===== config.mk =====
export PLATFORM = sky130hd
export DESIGN_NAME = cdr_tx_pattern_gen
export DESIGN_NICKNAME = d
export VERILOG_FILES = /design/src/rtl/cdr_tx_pattern_gen.sv
export SDC_FILE = /design/constraint.sdc
export NUM_CORES = 1
export LEC_CHECK = 0
export CORE_MARGIN = 2
export CORE_UTILIZATION = 55
export CTS_CLUSTER_SIZE = 25
export DETAILED_ROUTE_END_ITERATION = 8
export PLACE_DENSITY = 0.86
export SETUP_SLACK_MARGIN = 0.3
export SYNTH_ARGS = -nofsm -noshare
export SYNTH_HDL_FRONTEND = slang
export SYNTH_SLANG_ARGS = --single-unit

===== constraint.sdc =====
create_clock -name clk -period 7.31 [get_ports clk]
set_input_delay 1.8275 -clock clk [delete_from_list [all_inputs] [get_ports clk]]
set_output_delay 1.8275 -clock clk [all_outputs]
set_load 0.01 [all_outputs]

===== src/rtl/cdr_tx_pattern_gen.sv =====
// Symbol-rate pattern source for the CDR receive path: NCO symbol timing,
// 1010 preamble then PRBS7 payload, mapped to a signed 8-bit sample with one post-cursor tap.
module cdr_tx_pattern_gen #(
  parameter int unsigned     PHASE_BITS   = 32,
  parameter longint unsigned FCW_DEFAULT  = 85_899_345,
  parameter int unsigned     PREAMBLE_LEN = 16,
  parameter int unsigned     AMP          = 64,
  parameter int unsigned     ISI_SHIFT    = 2
) (
  input  logic        clk,
  input  logic        rst,
  input  logic        en,
  input  logic        start,
  input  logic [15:0] fcw_trim,
  input  logic [15:0] payload_len,
  output logic        sym_strobe,
  output logic        sym_bit,
  output logic [7:0]  y_n,
  output logic        busy,
  output logic        done,
  output logic [1:0]  state
);

  localparam int unsigned CNT_W  = 16;
  localparam int unsigned SAMP_W = 10;

  localparam logic [PHASE_BITS-1:0]    FCW_NOM  = PHASE_BITS'(FCW_DEFAULT);
  localparam logic signed [SAMP_W-1:0] MAIN_AMP = SAMP_W'(AMP);
  localparam logic signed [SAMP_W-1:0] POST_AMP = MAIN_AMP >>> ISI_SHIFT;
  localparam logic signed [SAMP_W-1:0] SAT_HI   = SAMP_W'(127);
  localparam logic signed [SAMP_W-1:0] SAT_LO   = -SAMP_W'(128);
  localparam logic [CNT_W-1:0]         PRE_LAST = CNT_W'(PREAMBLE_LEN - 1);

  typedef enum logic [1:0] {
    IDLE     = 2'd0,
    PREAMBLE = 2'd1,
    PAYLOAD  = 2'd2
  } state_t;

  state_t                  state_q, state_d;
  logic [PHASE_BITS-1:0]   phase_q, phase_d;
  logic [6:0]              lfsr_q, lfsr_d;
  logic [CNT_W-1:0]        cnt_q, cnt_d;
  logic [CNT_W-1:0]        len_q, len_d;
  logic                    prev_valid_q, prev_valid_d;
  logic                    prev_bit_q, prev_bit_d;
  logic                    sym_bit_q, sym_bit_d;
  logic [7:0]              y_q, y_d;
  logic                    busy_q, busy_d;
  logic                    done_q, done_d;

  logic [PHASE_BITS-1:0]   fcw_eff;
  logic [PHASE_BITS-1:0]   phase_sum;
  logic                    carry;
  logic                    prbs_fb;
  logic                    emit;
  logic                    emit_bit;

  // Main cursor plus post-cursor tap, saturated to the signed 8-bit range.
  function automatic logic [7:0] map_sample(input logic b, input logic pv, input logic pb);
    logic signed [SAMP_W-1:0] main_s;
    logic signed [SAMP_W-1:0] post_s;
    logic signed [SAMP_W-1:0] sum_s;
    main_s = b ? MAIN_AMP : -MAIN_AMP;
    post_s = '0;
    if (pv) post_s = pb ? POST_AMP : -POST_AMP;
    sum_s = main_s + post_s;
    if (sum_s > SAT_HI)      return 8'h7F;
    else if (sum_s < SAT_LO) return 8'h80;
    else                     return sum_s[7:0];
  endfunction

  // Trim is sign-extended before the add; the sum wraps modulo 2^PHASE_BITS.
  assign fcw_eff            = FCW_NOM + PHASE_BITS'($signed(fcw_trim));
  assign {carry, phase_sum} = {1'b0, phase_q} + {1'b0, fcw_eff};
  assign prbs_fb            = lfsr_q[6] ^ lfsr_q[5];
  assign sym_strobe         = en & carry & (state_q != IDLE);

  assign state   = state_q;
  assign sym_bit = sym_bit_q;
  assign y_n     = y_q;
  assign busy    = busy_q;
  assign done    = done_q;

  always_ff @(posedge clk) begin
    if (rst) begin
      state_q      <= IDLE;
      phase_q      <= '0;
      lfsr_q       <= 7'h7F;
      cnt_q        <= '0;
      len_q        <= '0;
      prev_valid_q <= 1'b0;
      prev_bit_q   <= 1'b0;
      sym_bit_q    <= 1'b0;
      y_q          <= '0;
      busy_q       <= 1'b0;
      done_q       <= 1'b0;
    end else if (en) begin
      state_q      <= state_d;
      phase_q      <= phase_d;
      lfsr_q       <= lfsr_d;
      cnt_q        <= cnt_d;
      len_q        <= len_d;
      prev_valid_q <= prev_valid_d;
      prev_bit_q   <= prev_bit_d;
      sym_bit_q    <= sym_bit_d;
      y_q          <= y_d;
      busy_q       <= busy_d;
      done_q       <= done_d;
    end
  end

  always_comb begin
    state_d      = state_q;
    phase_d      = phase_q;
    lfsr_d       = lfsr_q;
    cnt_d        = cnt_q;
    len_d        = len_q;
    prev_valid_d = prev_valid_q;
    prev_bit_d   = prev_bit_q;
    sym_bit_d    = sym_bit_q;
    y_d          = y_q;
    done_d       = 1'b0;
    emit         = 1'b0;
    emit_bit     = 1'b0;

    unique case (state_q)
      IDLE: begin
        if (start) begin
          phase_d      = '0;
          cnt_d        = '0;
          prev_valid_d = 1'b0;
          len_d        = payload_len;
          state_d      = PREAMBLE;
        end
      end
      PREAMBLE: begin
        phase_d = phase_sum;
        if (carry) begin
          emit     = 1'b1;
          emit_bit = ~cnt_q[0];
          if (cnt_q == PRE_LAST) begin
            cnt_d   = '0;
            state_d = PAYLOAD;
          end else begin
            cnt_d = cnt_q + CNT_W'(1);
          end
        end
      end
      PAYLOAD: begin
        phase_d = phase_sum;
        if (carry) begin
          // Terminating strobe: the last payload symbol has now lasted a full period.
          if ((len_q != '0) && (cnt_q == len_q)) begin
            y_d       = '0;
            sym_bit_d = 1'b0;
            done_d    = 1'b1;
            state_d   = IDLE;
          end else begin
            emit     = 1'b1;
            emit_bit = prbs_fb;
            lfsr_d   = {lfsr_q[5:0], prbs_fb};
            cnt_d    = cnt_q + CNT_W'(1);
          end
        end
      end
      default: state_d = IDLE;
    endcase

    if (emit) begin
      sym_bit_d    = emit_bit;
      y_d          = map_sample(emit_bit, prev_valid_q, prev_bit_q);
      prev_bit_d   = emit_bit;
      prev_valid_d = 1'b1;
    end

    busy_d = (state_d != IDLE);
  end

endmodule


==> results.rst, run 1 <==
.. list-table::
   :header-rows: 1

   * - Metric
     - Value
   * - Count of max-cap constraint violations
     - 0
   * - Share of cells above drive strength 1
     - 8.90%
   * - Upper clock frequency limit
     - 147 MHz
   * - Average vias per placed instance
     - 5.96
   * - Worst ir drop on vdd
     - 113 uV
   * - Number of placed cells counting well taps
     - 750
   * - CTS tree
     - done
   * - Floorplan die height
     - 97.8 um
   * - Initial antenna violation count
     - 0
   * - Total routed wirelength
     - 11,800 um
   * - Quantity of I/O buffers inserted on ports
     - 49
   * - FF+latch area
     - 1660 um^2
   * - Net count after synthesis
     - 663
   * - Hold path depth
     - 1
   * - Startpoint of the most critical register-to-register path
     - phase_q[0]$_SDFFE_PP0P_
   * - Fraction of synthesis flops using an asynchronous set or reset pin
     - 0%
   * - Pin count of the biggest net entering global routing
     - 56
   * - Leading cell type in the layout, fill and taps excluded
     - dfxtp_1
   * - Placer congestion estimate
     - 0.942
   * - Class of the most critical hold timing path
     - flop to flop
   * - Vias in the first global route
     - 4,561
   * - Die width
     - 97.8 um
   * - Critical path arrival
     - 4990 ps
   * - Portion of netlist area occupied by mux cells
     - 0.414%
   * - Number of CTS-inserted buffers
     - 9
   * - DRC violation total after the first TritonRoute iteration
     - 204
   * - Critical setup path kind
     - input port to output port
   * - Share of the synthesized area in compound gates (AO/OA/AOI/OAI)
     - 18.7%
   * - First-pass GRT wire length
     - 19,800 um
   * - Placement-stage worst setup slack
     - -343 ps
   * - Number of setup violations in the final report
     - 0
   * - Cell area after synthesis
     - 4840 um^2
   * - Time the worst path needs with I/O delays and setup
     - 6820 ps
   * - Finished Layout Cells
     - 771
   * - Maximum count of clock buffers along a single path
     - 2
   * - I/O pins
     - 50
   * - Leak
     - 2.30 nW
   * - Basic-gate share of the synthesized area counting and, or, nand and nor cells
     - 24.7%
   * - Avg WL per Cell
     - 15.3 um
   * - Post-Synth XOR/XNOR Area
     - 11.8%
   * - Pins over their slew limit
     - 0
   * - Post-Route Skew
     - 18.6 ps
   * - Total global-route track usage
     - 24.7%
   * - Clk_lat worst skew
     - 370 ps
   * - CTS HTree Levels
     - 3
   * - Placed wire-length estimate
     - 8330 um
   * - Worst-margin pin slew
     - 1090 ps
   * - Slew headroom
     - 27.1%
   * - Clock tree root buffer cell
     - clkbuf_8
   * - Number of DRC violations after detailed routing
     - 0
   * - Worst setup SP type
     - input port
   * - Post-synthesis share of cell area spent on full adders, half adders and majority gates
     - 6.36%
   * - Required time of the critical path
     - 5480 ps
   * - Most frequent cells in the layout
     - dfxtp_1 (83), nand2_1 (68), nor2_1 (67), a21oi_1 (58), clkdlybuf4s50_1 (45)
   * - Status
     - finished clean
   * - Final hold violations
     - 0
   * - Per-instance average area after synthesis
     - 8.03 um^2
   * - Flip-flop and latch count after synthesis
     - 83
   * - Maximum fanout encountered on the critical timing path
     - 4
   * - Power density over the cells
     - 175 nW/um^2
   * - Yosys Warn Count
     - 0
   * - Clock-pin slew of the registers on the worst-case setup and hold paths
     - 80 ps
   * - Worst setup path startpoint
     - fcw_trim[3]
   * - Depth of the worst register-to-register path
     - 14
   * - Period utilisation layout
     - 93.3%
   * - Area overhead of the layout relative to synthesis
     - 18.9%
   * - Kind of end point of the critical path
     - output port
   * - Hold path startpoint
     - lfsr_q[3]$_SDFFE_PP1P_
   * - Overflow after GRT
     - 0
   * - Main synth FF type
     - dfxtp_1
   * - Share of synthesized area occupied by flip-flops and latches
     - 34.3%
   * - Antenna Diode Count
     - 0
   * - Number of enable flip-flop cells after synthesis
     - 0
   * - Count of distinct cell types in the synthesized netlist
     - 63
   * - Starting density of the core
     - 56.0%
   * - Number of routed nets with antenna violations
     - 0
   * - # nets final
     - 718
   * - Initial DRT Pass Iterations
     - 5
   * - Via total after detailed routing
     - 4,597
   * - Filler instances
     - 696
   * - Setup repair after global routing missed its margin
     - no
   * - Number of instances in the synthesized netlist
     - 603
   * - Placement row count
     - 34
   * - Main combinational cell family by area after synthesis
     - simple AND/OR/NAND/NOR gates
   * - Smallest setup slack after layout
     - 492 ps
   * - Area of the die
     - 9570 um^2
   * - Area of the placeable core
     - 8640 um^2
   * - Final core utilization
     - 66.6%
   * - Clock sink count
     - 83
   * - Area occupied by multi-input gates
     - 3040 um^2
==> report_power, final <==
part	leakage, nW	switching, W	internal (W)
Clock	0.101	0.000177	0.000171
Combinational	1.52	0.000102	0.0000802
Sequential	0.672	0.0000129	0.000464
==> registers in the layout (all words and copies together) (netlist names) <==
| signal | count |
|---|---|
| done | 1 |
| lfsr_q | 7 |
| y_n | 5 |
| phase_q | 32 |
| prev_bit_q | 1 |
| sym_bit | 1 |
| busy | 1 |
| prev_valid_q | 1 |
| len_q | 16 |
| cnt_q | 16 |
| state | 2 |
==> metrics by stage <==
stage | total power, W | hold slack (ps) | cell area, um^2 | setup TNS [ps]
floorplan | 0.000602 | 427 | 4840 | 0
global placement | 0.000654 | 438 | 5460 | -289
global route | 0.00105 | 488 | 5750 | 0
CTS | 0.00101 | 470 | 5700 | 0
detailed placement | 0.000660 | 445 | 5460 | -343
finish | 0.00101 | 464 | 5750 | 0
==> layout make-up <==
| class | instances | area share (%) |
|---|---|---|
| timing repair buffer | 71 | 11.3 |
| sequential | 83 | 28.9 |
| inverter | 15 | 0.978 |
| multi-input combinational | 478 | 52.8 |
| tap | 108 | 2.35 |
| clock buffer | 10 | 2.39 |
| clock inverter | 6 | 1.28 |
==> layer usage <==
layer | GRT usage, % | share of wire [%] | vias up
met1 | 29.3 | 41 | 2143
met4 | 12.8 | 3.3 | 0
li1 | - | - | 2227
met5 | 0 | 0 | -
met2 | 41.8 | 49 | 183
met3 | 5.80 | 6.5 | 44
==> worst max-delay path: stages <==
cell,delay [ps]
clkdlybuf4s50_1,470
and3_1,220
o21ai_2,160
nor2b_4,180
nor2_1,70
or4_4,420
xor2_1,160
ha_1,310
nand2_2,90
o21ai_2,170
nand2b_1,110
a31oi_4,190
o31ai_2,80
or2_0,230
nor2_1,130
buf_2,150
==> cell usage after synthesis, types with 2 or more instances <==
| library cell | instances | share of area [%] |
|---|---|---|
| xnor2_1 | 36 | 6.5 |
| a22o_1 | 3 | 0.54 |
| a211o_1 | 7 | 1.3 |
| nand2b_1 | 9 | 1.2 |
| clkbuf_1 | 20 | 1.6 |
| dfxtp_1 | 83 | 34 |
| or3_1 | 7 | 0.90 |
| o21a_1 | 5 | 0.78 |
| buf_4 | 3 | 0.47 |
| a21oi_1 | 58 | 6.0 |
| nor3b_1 | 2 | 0.31 |
| o211ai_1 | 3 | 0.47 |
| nand3b_1 | 4 | 0.62 |
| nor4_1 | 11 | 1.4 |
| nor2b_1 | 7 | 0.90 |
| inv_1 | 15 | 1.2 |
| a21o_1 | 11 | 1.7 |
| nand2_1 | 69 | 5.4 |
| nor3_1 | 9 | 0.93 |
| o21ai_0 | 24 | 2.5 |
| or4_1 | 2 | 0.31 |
| and2_1 | 4 | 0.52 |
| o21ai_1 | 2 | 0.21 |
| xor2_1 | 29 | 5.2 |
| buf_2 | 3 | 0.31 |
| nor2_1 | 68 | 5.3 |
| ha_1 | 23 | 5.9 |
| nand3_1 | 24 | 2.5 |
| and3_1 | 8 | 1.0 |
| o21bai_1 | 2 | 0.31 |
| o41ai_1 | 2 | 0.36 |
| nand4_1 | 9 | 1.2 |
| a22oi_1 | 10 | 1.6 |
| mux2i_1 | 2 | 0.41 |
==> logic make-up (layout without fill, tap and decap cells) <==
group	count (synthesis)	count (layout)
multiplexers	2	2
XOR/XNOR	65	65
buffers and inverters	42	102
AO/OA/AOI/OAI	141	141
adder cells (fa/ha/maj)	24	24
AND/OR/NAND/NOR	246	246
flip-flops	83	83
==> final timing paths <==
kind	endpoint	slack, ps
setup / recovery	sym_strobe	490
setup reg to reg	cnt_q[12]$_SDFFE_PP0P_	3630
hold / removal	lfsr_q[4]$_SDFFE_PP1P_	460
hold reg to reg	lfsr_q[4]$_SDFFE_PP1P_	460
==> timing repair <==
action	4_1_cts	5_1_grt
hold buffers	0	0
setup endpoints to repair	1	1
gates resized for setup	10	7
setup buffers	2	3
pin swaps	5	6
No activity file was read; power rests on OpenSTA's default activity.
==> run 2: changes to the inputs <==
--- a/config.mk
+++ b/config.mk
@@ -9,6 +9,7 @@
 export CORE_UTILIZATION = 55
 export CTS_CLUSTER_SIZE = 25
 export DETAILED_ROUTE_END_ITERATION = 8
+export GPL_ROUTABILITY_DRIVEN = 0
 export PLACE_DENSITY = 0.86
 export SETUP_SLACK_MARGIN = 0.3
 export SYNTH_ARGS = -nofsm -noshare
==> results of run 2 <==
Same layout as run 1: the final DEF is identical, and so are final timing and power.
==> run 3: changes to the inputs <==
--- a/config.mk
+++ b/config.mk
@@ -7,6 +7,7 @@
 export LEC_CHECK = 0
 export CORE_MARGIN = 2
 export CORE_UTILIZATION = 55
+export CTS_BUF_LIST = sky130_fd_sc_hd__clkbuf_4
 export CTS_CLUSTER_SIZE = 25
 export DETAILED_ROUTE_END_ITERATION = 8
 export GPL_ROUTABILITY_DRIVEN = 0
==> results.rst, run 3 (same netlist as run 1, synthesis figures left out) <==
.. list-table::
   :header-rows: 1

   * - Metric
     - Value
   * - Quantity of I/O buffers inserted on ports
     - 49 (unchanged)
   * - Critical path arrival
     - 4980 ps (about the same)
   * - Depth of the worst register-to-register path
     - 14 (unchanged)
   * - Top register by number of flip-flops
     - phase_q
   * - Biggest cell delay along the critical path
     - 470 ps (about the same)
   * - Average vias per placed instance
     - 5.90 (-1.1%)
   * - Final core utilization
     - 65.9% (-0.77 points)
   * - Clock sink count
     - 83 (unchanged)
   * - Area of the placeable core
     - 8640 um^2 (unchanged)
   * - Count of max-cap constraint violations
     - 0 (unchanged)
   * - Placement row count
     - 34 (unchanged)
   * - Placement-stage worst setup slack
     - -343 ps (unchanged)
   * - Clock-pin slew of the registers on the worst-case setup and hold paths
     - 140 ps (+60 ps)
   * - Total global-route track usage
     - 24.1% (-0.62 points)
   * - CTS HTree Levels
     - 3 (unchanged)
   * - Hold path depth
     - 2 (+1)
   * - Time the worst path needs with I/O delays and setup
     - 6810 ps (-7.91 ps)
   * - Setup slack on the worst flop-to-flop path
     - 3630 ps (about the same)
   * - Initial antenna violation count
     - 0 (unchanged)
   * - Number of DRC violations after detailed routing
     - 0 (unchanged)
   * - Final hold violations
     - 0 (unchanged)
   * - Smallest setup slack after layout
     - 500 ps (+7.91 ps)
   * - Upper clock frequency limit
     - 147 MHz (+0.12%)
   * - CTS tree
     - done
   * - Finished Layout Cells
     - 771 (unchanged)
   * - Number of placed cells counting well taps
     - 750 (unchanged)
   * - Share of cells above drive strength 1
     - 8.75% (-0.15 points)
   * - Antenna Diode Count
     - 0 (unchanged)
   * - Number of routed nets with antenna violations
     - 0 (unchanged)
   * - Worst-margin pin slew
     - 1070 ps (-18.9 ps)
   * - Worst setup path startpoint
     - fcw_trim[3]
   * - Period utilisation layout
     - 93.2% (-0.11 points)
   * - Pins over their slew limit
     - 0 (unchanged)
   * - Critical register-to-register path endpoint
     - cnt_q[12]$_SDFFE_PP0P_
   * - Hold path startpoint
     - lfsr_q[4]$_SDFFE_PP1P_
   * - Maximum fanout encountered on the critical timing path
     - 4 (unchanged)
   * - Initial DRT Pass Iterations
     - 5 (unchanged)
   * - # nets final
     - 718 (unchanged)
   * - Worst ir drop on vdd
     - 80.0 uV (-29%)
   * - Clk_lat worst skew
     - 450 ps (+80 ps)
   * - First-pass GRT wire length
     - 19,400 um (-2.1%)
   * - Hold-critical path endpoint
     - lfsr_q[5]$_SDFFE_PP1P_
   * - Class of the most critical hold timing path
     - flop to flop
   * - Number of CTS-inserted buffers
     - 9 (unchanged)
   * - Avg WL per Cell
     - 15.0 um (-2.1%)
   * - Power density over the cells
     - 164 nW/um^2 (-6.1%)
   * - Leak
     - 2.27 nW (-1.3%)
   * - Number of setup violations in the final report
     - 0 (unchanged)
   * - DRC violation total after the first TritonRoute iteration
     - 193 (-5.4%)
   * - Status
     - finished clean
   * - Pin count of the biggest net entering global routing
     - 56 (unchanged)
   * - Setup repair after global routing missed its margin
     - no
   * - Most frequent cells in the layout
     - dfxtp_1 (83), nand2_1 (68), nor2_1 (67), a21oi_1 (58), clkdlybuf4s50_1 (45)
   * - Vias in the first global route
     - 4,491 (-1.5%)
   * - Kind of end point of the critical path
     - output port
   * - Area overhead of the layout relative to synthesis
     - 17.5%
   * - Cell breakdown of the critical path
     - clkdlybuf4s50_1 > and3_1 > o21ai_2 > nor2b_4 > nor2_1 > or4_4 > xor2_1 > ha_1 > nand2_2 > o21ai_2 > nand2b_1 > a31oi_4 > o31ai_2 > or2_0 > nor2_1 > buf_2
   * - Leading cell type in the layout, fill and taps excluded
     - dfxtp_1
   * - Worst setup SP type
     - input port
   * - I/O pins
     - 50 (unchanged)
   * - Critical setup path kind
     - input port to output port
   * - Number of buffer and inverter stages on the critical path
     - 2 (unchanged)
   * - Placed wire-length estimate
     - 8330 um (unchanged)
   * - Post-Route Skew
     - 25.4 ps (+6.79 ps)
   * - Clock tree root buffer cell
     - clkbuf_4
   * - Floorplan die height
     - 97.8 um (unchanged)
   * - Startpoint of the most critical register-to-register path
     - phase_q[0]$_SDFFE_PP0P_
   * - Overflow after GRT
     - 0 (unchanged)
   * - Post-route worst hold slack
     - 476 ps (+11.8 ps)
   * - Required time of the critical path
     - 5480 ps (about the same)
   * - Crit-path slowest cell
     - clkdlybuf4s50_1
   * - Number of flip-flops in the largest register
     - 32 (unchanged)
   * - Die width
     - 97.8 um (unchanged)
   * - Starting density of the core
     - 56.0% (unchanged)
   * - Aggregate negative setup slack
     - 0 ps (unchanged)
   * - Largest registers in the final layout
     - phase_q (32), cnt_q (16), len_q (16)
   * - Via total after detailed routing
     - 4,547 (-1.1%)
   * - Crit-path leading delay family
     - simple AND/OR/NAND/NOR gates
   * - Maximum count of clock buffers along a single path
     - 2 (unchanged)
   * - Total routed wirelength
     - 11,600 um (-2.1%)
   * - Area of the die
     - 9570 um^2 (unchanged)
   * - Slew headroom
     - 28.5% (+1.4 points)
[run 3: how the worst max path moves through the flow]
| stage | cells past startpoint | end | slack, ps |
|---|---|---|---|
| 6_report | 16 | sym_strobe | 500 |
| 5_1_grt | 16 | sym_strobe | 330 |
| 4_1_cts | 17 | sym_strobe | 300 |
| 3_5_place_dp | 17 | sym_strobe | -340 |
| 3_3_place_gp | 17 | sym_strobe | -290 |
| 2_1_floorplan | 15 | sym_strobe | 730 |
[run 3: worst register-to-register path, cell delays in order, from the launching register on]
cell and delay [ps]:
dfxtp_1 370, ha_1 200, inv_1 60, fa_1 380, nand2b_1 200, a21oi_2 260, o211ai_2 150, a31oi_4 180
buf_4 140, buf_4 110, nor4_1 50, o32a_1 460, or4_4 580, or3_1 370, a21oi_1 140
[run 3: timing repair]
item,in CTS,in global routing
hold buffers,0,0
gates resized for setup,10,7
endpoints found under the setup margin,1,1
pin swaps,5,6
buffers inserted,2,3
[run 3: final cells by class]
class / instances / area, um^2
repair buffers: 71 / 651
clock buffers: 9 / 67.6
multi-input cells: 478 / 3040
fillers: 711 / 2950
flip-flops and latches: 83 / 1660
inverters: 15 / 56.3
clock inverters: 7 / 77.6
well taps: 108 / 135
[run 3: metrics by stage]
step | cell area (um^2) | power, W
5_1_grt | 5690 | 0.000976
4_1_cts | 5630 | 0.000933
3_5_place_dp | 5460 | 0.000660
6_report | 5690 | 0.000935
2_1_floorplan | 4840 | 0.000602
3_3_place_gp | 5460 | 0.000654
[run 3: power by group]
part	internal (W)	switching, W	leakage [nW]
clock network	0.000106	0.000170	0.0717
registers	0.000465	0.0000128	0.672
logic	0.0000802	0.000101	1.52
total	0.000651	0.000283	2.27
[run 3: layer usage]
metal	vias to the layer above	GRT usage [%]	share of wire (%)
li1	2222	-	-
met1	2135	28.8	42
met2	160	42.1	50
met3	30	4.72	6.0
met4	0	10.7	2.3
met5	-	0	0
